`src/rtl/forth_pkg.sv`:
```
// Shared Forth front-end types: character type, delimiter characters,
// the token sequencer state enum and the upcase() helper.
package forth_pkg;

  typedef logic [7:0] char_t;

  localparam char_t CHAR_EOL = 8'h0A;
  localparam char_t CHAR_WC  = 8'h20;

  typedef enum logic [2:0] {
    ST_IDLE,
    ST_FETCH,
    ST_CAPTURE,
    ST_GAP,
    ST_EMIT
  } tokseq_state_t;

  function automatic char_t upcase(input char_t c);
    if (c >= 8'h61 && c <= 8'h7A) return c - 8'h20;
    return c;
  endfunction

endpackage

```
`src/rtl/token_sequencer_if.sv`:
```
// Tokenizer-side and parser-side signals of the token sequencer.
// Parser handshake: o_word_valid stays high with the word held stable until
// a cycle with i_word_ack=1 (and i_en=1); that cycle completes the transfer.
interface token_sequencer_if
  import forth_pkg::*;
#(
  parameter int WORD_LEN = 8,
  localparam int WLEN_BITS = $clog2(WORD_LEN + 1)
);

  char_t                 i_tok_data;
  logic                  i_tok_data_ready;
  logic                  i_tok_eol;
  logic                  i_tok_wc;
  logic                  o_tok_next;

  char_t                 o_word [WORD_LEN];
  logic [WLEN_BITS-1:0]  o_word_len;
  logic                  o_word_valid;
  logic                  o_word_eol;
  logic                  o_word_ovf;
  logic                  i_word_ack;

  modport master (
    input  i_tok_data, i_tok_data_ready, i_tok_eol, i_tok_wc,
    output o_tok_next,
    output o_word, o_word_len, o_word_valid, o_word_eol, o_word_ovf,
    input  i_word_ack
  );

  modport slave (
    output i_tok_data, i_tok_data_ready, i_tok_eol, i_tok_wc,
    input  o_tok_next,
    input  o_word, o_word_len, o_word_valid, o_word_eol, o_word_ovf,
    output i_word_ack
  );

endinterface

```
`src/rtl/token_sequencer_word_buffer.sv`:
```
// word_buffer: fixed-size character array with length count and a sticky
// overflow flag; characters beyond WORD_LEN are dropped and flagged.
module word_buffer
  import forth_pkg::*;
#(
  parameter int WORD_LEN = 8,
  localparam int WLEN_BITS = $clog2(WORD_LEN + 1)
) (
  input  logic                 i_clk,
  input  logic                 i_rst,
  input  logic                 i_en,
  input  logic                 i_store,
  input  logic                 i_clear,
  input  char_t                i_char,
  output char_t                o_word [WORD_LEN],
  output logic [WLEN_BITS-1:0] o_len,
  output logic                 o_ovf
);

  char_t                r_word [WORD_LEN];
  logic [WLEN_BITS-1:0] r_len;
  logic                 r_ovf;

  always_ff @(posedge i_clk) begin
    if (i_rst) begin
      r_len <= '0;
      r_ovf <= 1'b0;
      for (int k = 0; k < WORD_LEN; k++) r_word[k] <= '0;
    end else if (i_en) begin
      if (i_clear) begin
        r_len <= '0;
        r_ovf <= 1'b0;
        for (int k = 0; k < WORD_LEN; k++) r_word[k] <= '0;
      end else if (i_store) begin
        if (r_len < WLEN_BITS'(WORD_LEN)) begin
          for (int k = 0; k < WORD_LEN; k++) begin
            if (WLEN_BITS'(k) == r_len) r_word[k] <= i_char;
          end
          r_len <= r_len + WLEN_BITS'(1);
        end else begin
          r_ovf <= 1'b1;
        end
      end
    end
  end

  assign o_word = r_word;
  assign o_len  = r_len;
  assign o_ovf  = r_ovf;

endmodule

```
`src/rtl/token_sequencer.sv`:
```
// Paces the tokenizer one character per 3 cycles and hands whole words to
// the parser. Optional TOKSEQ_UPCASE_EN folds a..z to A..Z on store.
module token_sequencer
  import forth_pkg::*;
#(
  parameter int    WORD_LEN = 8,
  parameter char_t EOL      = CHAR_EOL,
  parameter char_t WC       = CHAR_WC
) (
  input  logic               i_clk,
  input  logic               i_rst,
  input  logic               i_en,
  token_sequencer_if.master  bus,
  output logic               o_busy,
  output tokseq_state_t      o_state
);

  tokseq_state_t r_state, w_next_state;
  logic          r_eol_seen, w_eol_seen_nxt;
  logic          r_word_eol, w_word_eol_nxt;
  logic          w_tok_next, w_store, w_clear;
  logic          w_is_eol, w_is_delim;
  char_t         w_char;

  // Accept either the tokenizer's flags or a direct character match.
  assign w_is_eol   = bus.i_tok_eol | (bus.i_tok_data == EOL);
  assign w_is_delim = w_is_eol | bus.i_tok_wc | (bus.i_tok_data == WC);

`ifdef TOKSEQ_UPCASE_EN
  assign w_char = upcase(bus.i_tok_data);
`else
  assign w_char = bus.i_tok_data;
`endif

  word_buffer #(.WORD_LEN(WORD_LEN)) u_word_buffer (
    .i_clk   (i_clk),
    .i_rst   (i_rst),
    .i_en    (i_en),
    .i_store (w_store),
    .i_clear (w_clear),
    .i_char  (w_char),
    .o_word  (bus.o_word),
    .o_len   (bus.o_word_len),
    .o_ovf   (bus.o_word_ovf)
  );

  always_ff @(posedge i_clk) begin
    if (i_rst) begin
      r_state    <= ST_IDLE;
      r_eol_seen <= 1'b0;
      r_word_eol <= 1'b0;
    end else if (i_en) begin
      r_state    <= w_next_state;
      r_eol_seen <= w_eol_seen_nxt;
      r_word_eol <= w_word_eol_nxt;
    end
  end

  always_comb begin
    w_next_state   = r_state;
    w_eol_seen_nxt = r_eol_seen;
    w_word_eol_nxt = r_word_eol;
    w_tok_next     = 1'b0;
    w_store        = 1'b0;
    w_clear        = 1'b0;
    case (r_state)
      ST_IDLE: begin
        if (bus.i_tok_data_ready) begin
          w_next_state   = ST_FETCH;
          w_eol_seen_nxt = 1'b0;
        end
      end
      ST_FETCH: begin
        if (!bus.i_tok_data_ready) begin
          if (r_eol_seen) begin
            w_next_state = ST_IDLE;
          end else begin
            w_word_eol_nxt = 1'b1;
            w_next_state   = ST_EMIT;
          end
        end else begin
          w_tok_next   = 1'b1;
          w_next_state = ST_CAPTURE;
        end
      end
      ST_CAPTURE: begin
        // After the line's EOL the remaining characters are only drained.
        if (r_eol_seen) begin
          w_next_state = ST_GAP;
        end else if (w_is_delim) begin
          if (bus.o_word_len != '0 || w_is_eol) begin
            w_word_eol_nxt = w_is_eol;
            w_eol_seen_nxt = w_is_eol;
            w_next_state   = ST_EMIT;
          end else begin
            w_next_state = ST_GAP;
          end
        end else begin
          w_store      = 1'b1;
          w_next_state = ST_GAP;
        end
      end
      ST_GAP: begin
        w_next_state = ST_FETCH;
      end
      ST_EMIT: begin
        if (bus.i_word_ack) begin
          w_clear        = 1'b1;
          w_word_eol_nxt = 1'b0;
          w_next_state   = (r_word_eol && !bus.i_tok_data_ready) ? ST_IDLE : ST_GAP;
        end
      end
      default: begin
        w_next_state = ST_IDLE;
      end
    endcase
  end

  assign bus.o_tok_next   = w_tok_next & i_en;
  assign bus.o_word_valid = (r_state == ST_EMIT);
  assign bus.o_word_eol   = r_word_eol;
  assign o_busy           = (r_state != ST_IDLE);
  assign o_state          = r_state;

endmodule

```
`src/flat_wrapper.sv`:
```
// flat-port wrapper written by rule: the top's interface ports become plain ports
module token_sequencer_flat import forth_pkg::*;
#(
  parameter int    WORD_LEN = 8,
  parameter char_t EOL      = CHAR_EOL,
  parameter char_t WC       = CHAR_WC
)
  (i_clk, i_rst, i_en, o_busy, o_state, bus_i_tok_data, bus_i_tok_data_ready, bus_i_tok_eol, bus_i_tok_wc, bus_o_tok_next, bus_o_word, bus_o_word_len, bus_o_word_valid, bus_o_word_eol, bus_o_word_ovf, bus_i_word_ack);
  token_sequencer_if #(.WORD_LEN(WORD_LEN)) bus_i ();
  input  logic i_clk;
  input  logic i_rst;
  input  logic i_en;
  output logic o_busy;
  output tokseq_state_t o_state;
  input wire logic [$bits(bus_i.i_tok_data)-1:0] bus_i_tok_data;
  input wire logic [$bits(bus_i.i_tok_data_ready)-1:0] bus_i_tok_data_ready;
  input wire logic [$bits(bus_i.i_tok_eol)-1:0] bus_i_tok_eol;
  input wire logic [$bits(bus_i.i_tok_wc)-1:0] bus_i_tok_wc;
  output wire logic [$bits(bus_i.o_tok_next)-1:0] bus_o_tok_next;
  output wire logic [$bits(bus_i.o_word)-1:0] bus_o_word;
  output wire logic [$bits(bus_i.o_word_len)-1:0] bus_o_word_len;
  output wire logic [$bits(bus_i.o_word_valid)-1:0] bus_o_word_valid;
  output wire logic [$bits(bus_i.o_word_eol)-1:0] bus_o_word_eol;
  output wire logic [$bits(bus_i.o_word_ovf)-1:0] bus_o_word_ovf;
  input wire logic [$bits(bus_i.i_word_ack)-1:0] bus_i_word_ack;
  assign bus_i.i_tok_data = bus_i_tok_data;
  assign bus_i.i_tok_data_ready = bus_i_tok_data_ready;
  assign bus_i.i_tok_eol = bus_i_tok_eol;
  assign bus_i.i_tok_wc = bus_i_tok_wc;
  assign bus_o_tok_next = bus_i.o_tok_next;
  assign bus_o_word = {>>{bus_i.o_word}};
  assign bus_o_word_len = bus_i.o_word_len;
  assign bus_o_word_valid = bus_i.o_word_valid;
  assign bus_o_word_eol = bus_i.o_word_eol;
  assign bus_o_word_ovf = bus_i.o_word_ovf;
  assign bus_i.i_word_ack = bus_i_word_ack;
  token_sequencer #(.WORD_LEN(WORD_LEN), .EOL(EOL), .WC(WC)) u_core (.i_clk(i_clk), .i_rst(i_rst), .i_en(i_en), .bus(bus_i), .o_busy(o_busy), .o_state(o_state));
endmodule
```
`config.mk`:
```
export PLATFORM = sky130hd
export DESIGN_NAME = token_sequencer_flat
export DESIGN_NICKNAME = d
export VERILOG_FILES = /design/src/rtl/forth_pkg.sv /design/src/rtl/token_sequencer_if.sv /design/src/rtl/token_sequencer_word_buffer.sv /design/src/rtl/token_sequencer.sv /design/src/flat_wrapper.sv
export SDC_FILE = /design/constraint.sdc
export NUM_CORES = 1
export LEC_CHECK = 0
export CAP_MARGIN = 20
export CORE_MARGIN = 2
export CORE_UTILIZATION = 41
export CTS_CLUSTER_DIAMETER = 200
export DETAILED_ROUTE_END_ITERATION = 16
export PLACE_DENSITY = 0.83
export SETUP_SLACK_MARGIN = 0.4
export SLEW_MARGIN = 10
export SYNTH_ARGS = -nofsm -noshare
export SYNTH_HDL_FRONTEND = slang
export SYNTH_SLANG_ARGS = --single-unit
```
`constraint.sdc`:
```
create_clock -name i_clk -period 2 [get_ports i_clk]
set_input_delay 0.2 -clock i_clk [delete_from_list [all_inputs] [get_ports i_clk]]
set_output_delay 0.2 -clock i_clk [all_outputs]
set_load 0.005 [all_outputs]
```
* Word-level counts from Yosys, hierarchy flattened
Cells that the tools add are included.
Word-level totals: register bits after elaboration 74, input bits 15, output and inout port bits 76, logic and storage cells 117
Operators by class: $add $sub $neg 1, magnitude comparators 1, equality and inequality tests 21, muxes and demuxes 45, bitwise operators 4, reductions and logical operators 32
Operators with widths (count):
- $mux 64 | 3
- $mux 8 | 8
- $reduce_and 4->1 | 8
- $reduce_bool 2->1 | 11
- $mux 3 | 7
- $mux 1 | 20
- $eq 3x4->1 const A | 4
- $pmux 3 s5 | 1
- $mux 4 | 3
- $reduce_and 3->1 | 4
- $ne 2x2->1 const B | 5
- $eq 2x4->1 const A | 2
- $eq 8x4->1 const B | 1
- $eq 8x6->1 const B | 1
- $reduce_and 8->1 | 1
- $eq 3x2->1 const B | 2
- $ne 2x1->1 const B | 3
- $reduce_bool 3->1 | 2
- $add 4x1->4 const B | 1
- $eq 1x4->1 const A | 1
- $logic_not 4->1 | 1
- $lt 4x4->1 const B | 1
- $reduce_bool 4->1 | 1
- $eq 3x1->1 const B | 1
- 10 further kinds | 12

* Longest topological paths before layout
Gate-level depths: netlist of the first run.
depth after elaboration 9, depth in mapped cells 7, gate-level depth less buffers 6

* Modules after synthesis
A second synthesis of the first run with hierarchy kept.
Second synthesis, totals: cell total of the unflattened synthesis 380, area, all modules 3639.7 um^2
Modules (own cells, without submodules):
- word_buffer | times used 1, cells an instance 310, area an instance 3072.9 um^2, seq. area each 1381.3 um^2
- token_sequencer | times used 1, cells an instance 70, area an instance 566.8 um^2, seq. area each 100.1 um^2

* Worst setup path after synthesis of the first run
No wires, ideal clock.
kind flip-flop to flip-flop, start register u_core.r_state[1], in the netlist u_core.o_state[1], end register u_core.u_word_buffer.r_word, in the netlist u_core.u_word_buffer.o_word[27], library setup time 0.117 ns, arrival 2.105 ns, data required time 1.883 ns, setup slack -0.222 ns, cell stages (with the launch flop) 6, path buffers 0, period minus slack after synthesis 2.222 ns, cell sequence dfxtp_1 > or3b_1 > a211o_2 > nor4b_4 > a31oi_1 > a22o_2
On the way: longest elaborated chain between the ends 4, elaborated cells between the ends (all ways) 9, classes of those cells eq/ne: 2; mux: 3; reduce/logical: 4
RTL lines:
- from (decl) | line token_sequencer.sv:18 | tokseq_state_t r_state, w_next_state;
- from (signal assigned) | line token_sequencer.sv:53 | r_state <= w_next_state;
- $eq 3x3->1 or $eq 3x2->1 (tied branches) | line token_sequencer.sv:66 | case (r_state)
- $mux 1 | line token_sequencer.sv:66
- $reduce_bool 2->1 (no line)
- $reduce_and 4->1 (no line)
- to (signal, indexed assignment) | line token_sequencer_word_buffer.sv:37 | if (WLEN_BITS'(k) == r_len) r_word[k] <= i_char;
- to (decl) | line token_sequencer_word_buffer.sv:20 | char_t r_word [WORD_LEN];
Parallel ways exist; a longest one is shown, timed or not. A chain may end at the register's enable or synchronous reset.

* Worst setup path in the final report of the first run
start register u_core.r_state[2], in the netlist u_core.o_state[2], end register u_core.u_word_buffer.r_word, in the netlist u_core.u_word_buffer.o_word[17]
Same word-level chain as after synthesis.

==> results.sh, run 1 <==
export IMPL_status="complete, but fails checks"
export IMPL_violations="negative setup slack"
export IMPL_dr_wl_met2_um=4820
export IMPL_vdd_ir_drop_worst_uv=415
export IMPL_fin_skew_ps=9.62
export IMPL_synthDistinctLibCells=48
export IMPL_p_per_area_nw_per_um2=671
export IMPL_drtIter0Drc=200
export IMPL_drive_gt1_frac=0.391
export IMPL_cts_hold_buf=0
export IMPL_startpoint_type="flip-flop"
export IMPL_netlist_area_sq_um=2860
export IMPL_nNetsFinal=410
export IMPL_dp_slack_ps=-450
export IMPL_io_pins=91
export IMPL_critical_path_class="flip-flop to flip-flop"
export IMPL_yosys_top_cells_area="dfxtp_1, a22o_2, a22o_1, a31oi_1, clkbuf_1"
export IMPL_hold_path_startpoint="bus_i_tok_data[1]"
export IMPL_synth_main_ff_cell="dfxtp_1"
export IMPL_yosys_area_top_type_share=0.517
export IMPL_hp_class="primary input to flip-flop"
export IMPL_r2r_end="u_core.u_word_buffer.o_word[17]$_SDFFE_PP0P_"
export IMPL_via_per_inst=5.61
export IMPL_synth_seq_cells=74
export IMPL_worst_setup_path_end_kind="flip-flop"
export IMPL_cts_buffers=9
export IMPL_grt_setup_unrepaired="yes"
export IMPL_wl_met1_um=3810
export IMPL_crit_start="u_core.o_state[2]$_SDFFE_PP0P_"
export IMPL_port_buffers=90
export IMPL_die_h_um=87.6
export IMPL_grt_pass1_vias=2711
export IMPL_synth_common_cells="dfxtp_1, a22o_1, a22o_2"
export IMPL_antenna_found_initial=0
export IMPL_dieArea_sq_um=7670
export IMPL_synth_edf_count=0
export IMPL_reg2reg_from="u_core.o_state[2]$_SDFFE_PP0P_"
export IMPL_cts_tree="built"
export IMPL_maxUsedRoutingLayer="met4"
export IMPL_vias=2762
export IMPL_ys_seq_area_frac=0.517
export IMPL_tightest_slew_ps=414
export IMPL_n_antenna_cell=0
export IMPL_yosys_warnings=0
export IMPL_drv_slew=0
export IMPL_grt_usage=0.245
export IMPL_hold_viol=0
export IMPL_worst_setup_hold_path_clk_slew_ps=70
export IMPL_finalCritPeriodShare=1.05
export IMPL_yosysMostFrequentCell="dfxtp_1"
export IMPL_synth_fp_nets=281
export IMPL_wl_per_cell_um=19.3
export IMPL_period_needed_ps=2100
export IMPL_gp_congestion=0.856
export IMPL_async_flop_share=0
export IMPL_rows=30
export IMPL_maxCapViolCount=0
export IMPL_finalSetupViolCount=40
export IMPL_dp_cells=462
export IMPL_power_leakage_nw=1.94
export IMPL_worstPathArrival_ps=2340
export IMPL_clk_latency_ps=350
export IMPL_cts_root_buf="clkbuf_8"
export IMPL_setup_ws_ps=-103
export IMPL_r2r_cells=7
export IMPL_drc=0
export IMPL_coreArea_sq_um=6790
export IMPL_overflow=0
export IMPL_wirelength_um=9470
export IMPL_dp_hpwl_um=6140
export IMPL_yosysTopAreaCell="dfxtp_1"
export IMPL_whs_ps=437
export IMPL_postSynthAreaPerCell_sq_um=10.9
export IMPL_start_util=0.421
export IMPL_max_slew_margin_rel=0.724
export IMPL_cts_max_path_buffers=2
export IMPL_drtPass1Iterations=4
export IMPL_tns_ps=-2580
export IMPL_final_antenna_net_count=0
export IMPL_post_dp_cell_area_sq_um=4130
export IMPL_die_w_um=87.6
export IMPL_regToRegSetupSlack_ps=-100
export IMPL_hold_path_end="u_core.u_word_buffer.o_word[33]$_SDFFE_PP0P_"
export IMPL_cp_max_fo=8
export IMPL_grt_max_degree=16
export IMPL_grt_pass1_wl_um=14200
export IMPL_fmaxAchievable_mhz=475
export IMPL_routed_wl_met3_um=595
export IMPL_h_tree_depth=3
export IMPL_stdcell_count=492
export IMPL_clkSinkCount=74
export IMPL_synth_cells=262
export IMPL_crit_required_ps=2240
export IMPL_areaGrowthSynthToFinish_pct=66.9
export IMPL_p_total_mw=3.20
export IMPL_min_path_cells=3
export IMPL_utilization=0.703
export IMPL_final_area_sq_um=4780
## how the worst max path moves through the flow
stage	slack [ps]	depth (start not counted)	to
CTS	-100	7	u_core.u_word_buffer.o_word[16]$_SDFFE_PP0P_
global route	-140	7	u_core.u_word_buffer.o_word[21]$_SDFFE_PP0P_
detailed placement	-450	8	u_core.u_word_buffer.o_word[39]$_SDFFE_PP0P_
floorplan	-180	5	u_core.u_word_buffer.o_word[11]$_SDFFE_PP0P_
finish	-100	7	u_core.u_word_buffer.o_word[17]$_SDFFE_PP0P_
global placement	-400	8	u_core.u_word_buffer.o_len[1]$_SDFFE_PP0P_
## report_power, final
| group | internal, mW | switching (mW) |
|---|---|---|
| logic | 0.181 | 0.203 |
| clock network | 0.778 | 0.557 |
| registers | 1.48 | 0.00791 |
## registers in the layout, indices dropped and copies added, names as in the netlist
signal	cells
u_core.u_word_buffer.o_word	64
u_core.u_word_buffer.o_len	4
u_core.o_state	3
u_core.bus.o_word_eol	1
u_core.r_eol_seen	1
u_core.u_word_buffer.o_ovf	1
## layer usage
layer | up-vias | GRT usage
met2 | 114 | 0.416
met3 | 24 | 0.0697
met4 | 0 | 0.0741
met1 | 1354 | 0.301
met5 | - | 0
li1 | 1270 | -
## repair_timing
| action | in CTS | in global routing |
|---|---|---|
| pin swaps | 43 | 13 |
| setup endpoints to repair | 79 | 80 |
| setup buffers | 11 | 3 |
| endpoints found under the hold margin | 0 | 0 |
| gates resized for setup | 63 | 33 |
## kinds of logic after synthesis
kind of cell,count (synthesis),share of synthesized area
buf+inv,29,0.0411
fa+ha+maj,4,0.0175
flops,74,0.517
simple gates,51,0.118
compound gates,104,0.306
## worst max-delay path: stages (launching register included)
cell and delay [ps]:
dfxtp_2 330, or3b_4 400, a211o_4 310, nor4b_4 260
buf_4 180, a31oi_2 90, buf_6 160, a22o_2 260
## layout by cell type, fill, tap and decap left out, types with 2 or more instances in the layout
cell type        count
and3_1               4
and3_2               5
inv_1                5
a22o_4               6
a21oi_1              2
a21oi_2              2
nand2b_1             2
nor2b_1              2
clkinv_2             2
nor3_4               2
nand2_1              5
buf_6               12
dfxtp_2              3
o21ai_0              2
nor2_4               2
a21o_1               3
dfxtp_4              2
or3b_4               2
a22o_1              33
buf_4               39
ha_1                 4
clkdlybuf4s50_1     77
a22o_2              25
nor4b_4              2
or2_2                2
nor4_2               2
bufinv_16            2
dlymetal6s2s_1       2
a31oi_2              3
a31oi_1              6
clkbuf_8             9
nor2_1               6
dfxtp_1             69
nor4_4               2
o21ai_2              3
dlygate4sd2_1        8
## area by class of cell
type	count	area, sq um
clock buffer	10	149
tap	96	120
timing repair buffer	141	1330
sequential	74	1490
clock inverter	6	86.3
inverter	6	25.0
multi-input combinational	159	1570
fill	483	2020
Power figures use the tool's default switching activity.
==> run 2, diff against run 1 <==
--- a/config.mk
+++ b/config.mk
@@ -5,6 +5,7 @@
 export SDC_FILE = /design/constraint.sdc
 export NUM_CORES = 1
 export LEC_CHECK = 0
+export ABC_CLOCK_PERIOD_IN_PS = 2000
 export CAP_MARGIN = 20
 export CORE_MARGIN = 2
 export CORE_UTILIZATION = 41
==> results of run 2 <==
Same layout as run 1: the final DEF is identical, and so are final timing and power.
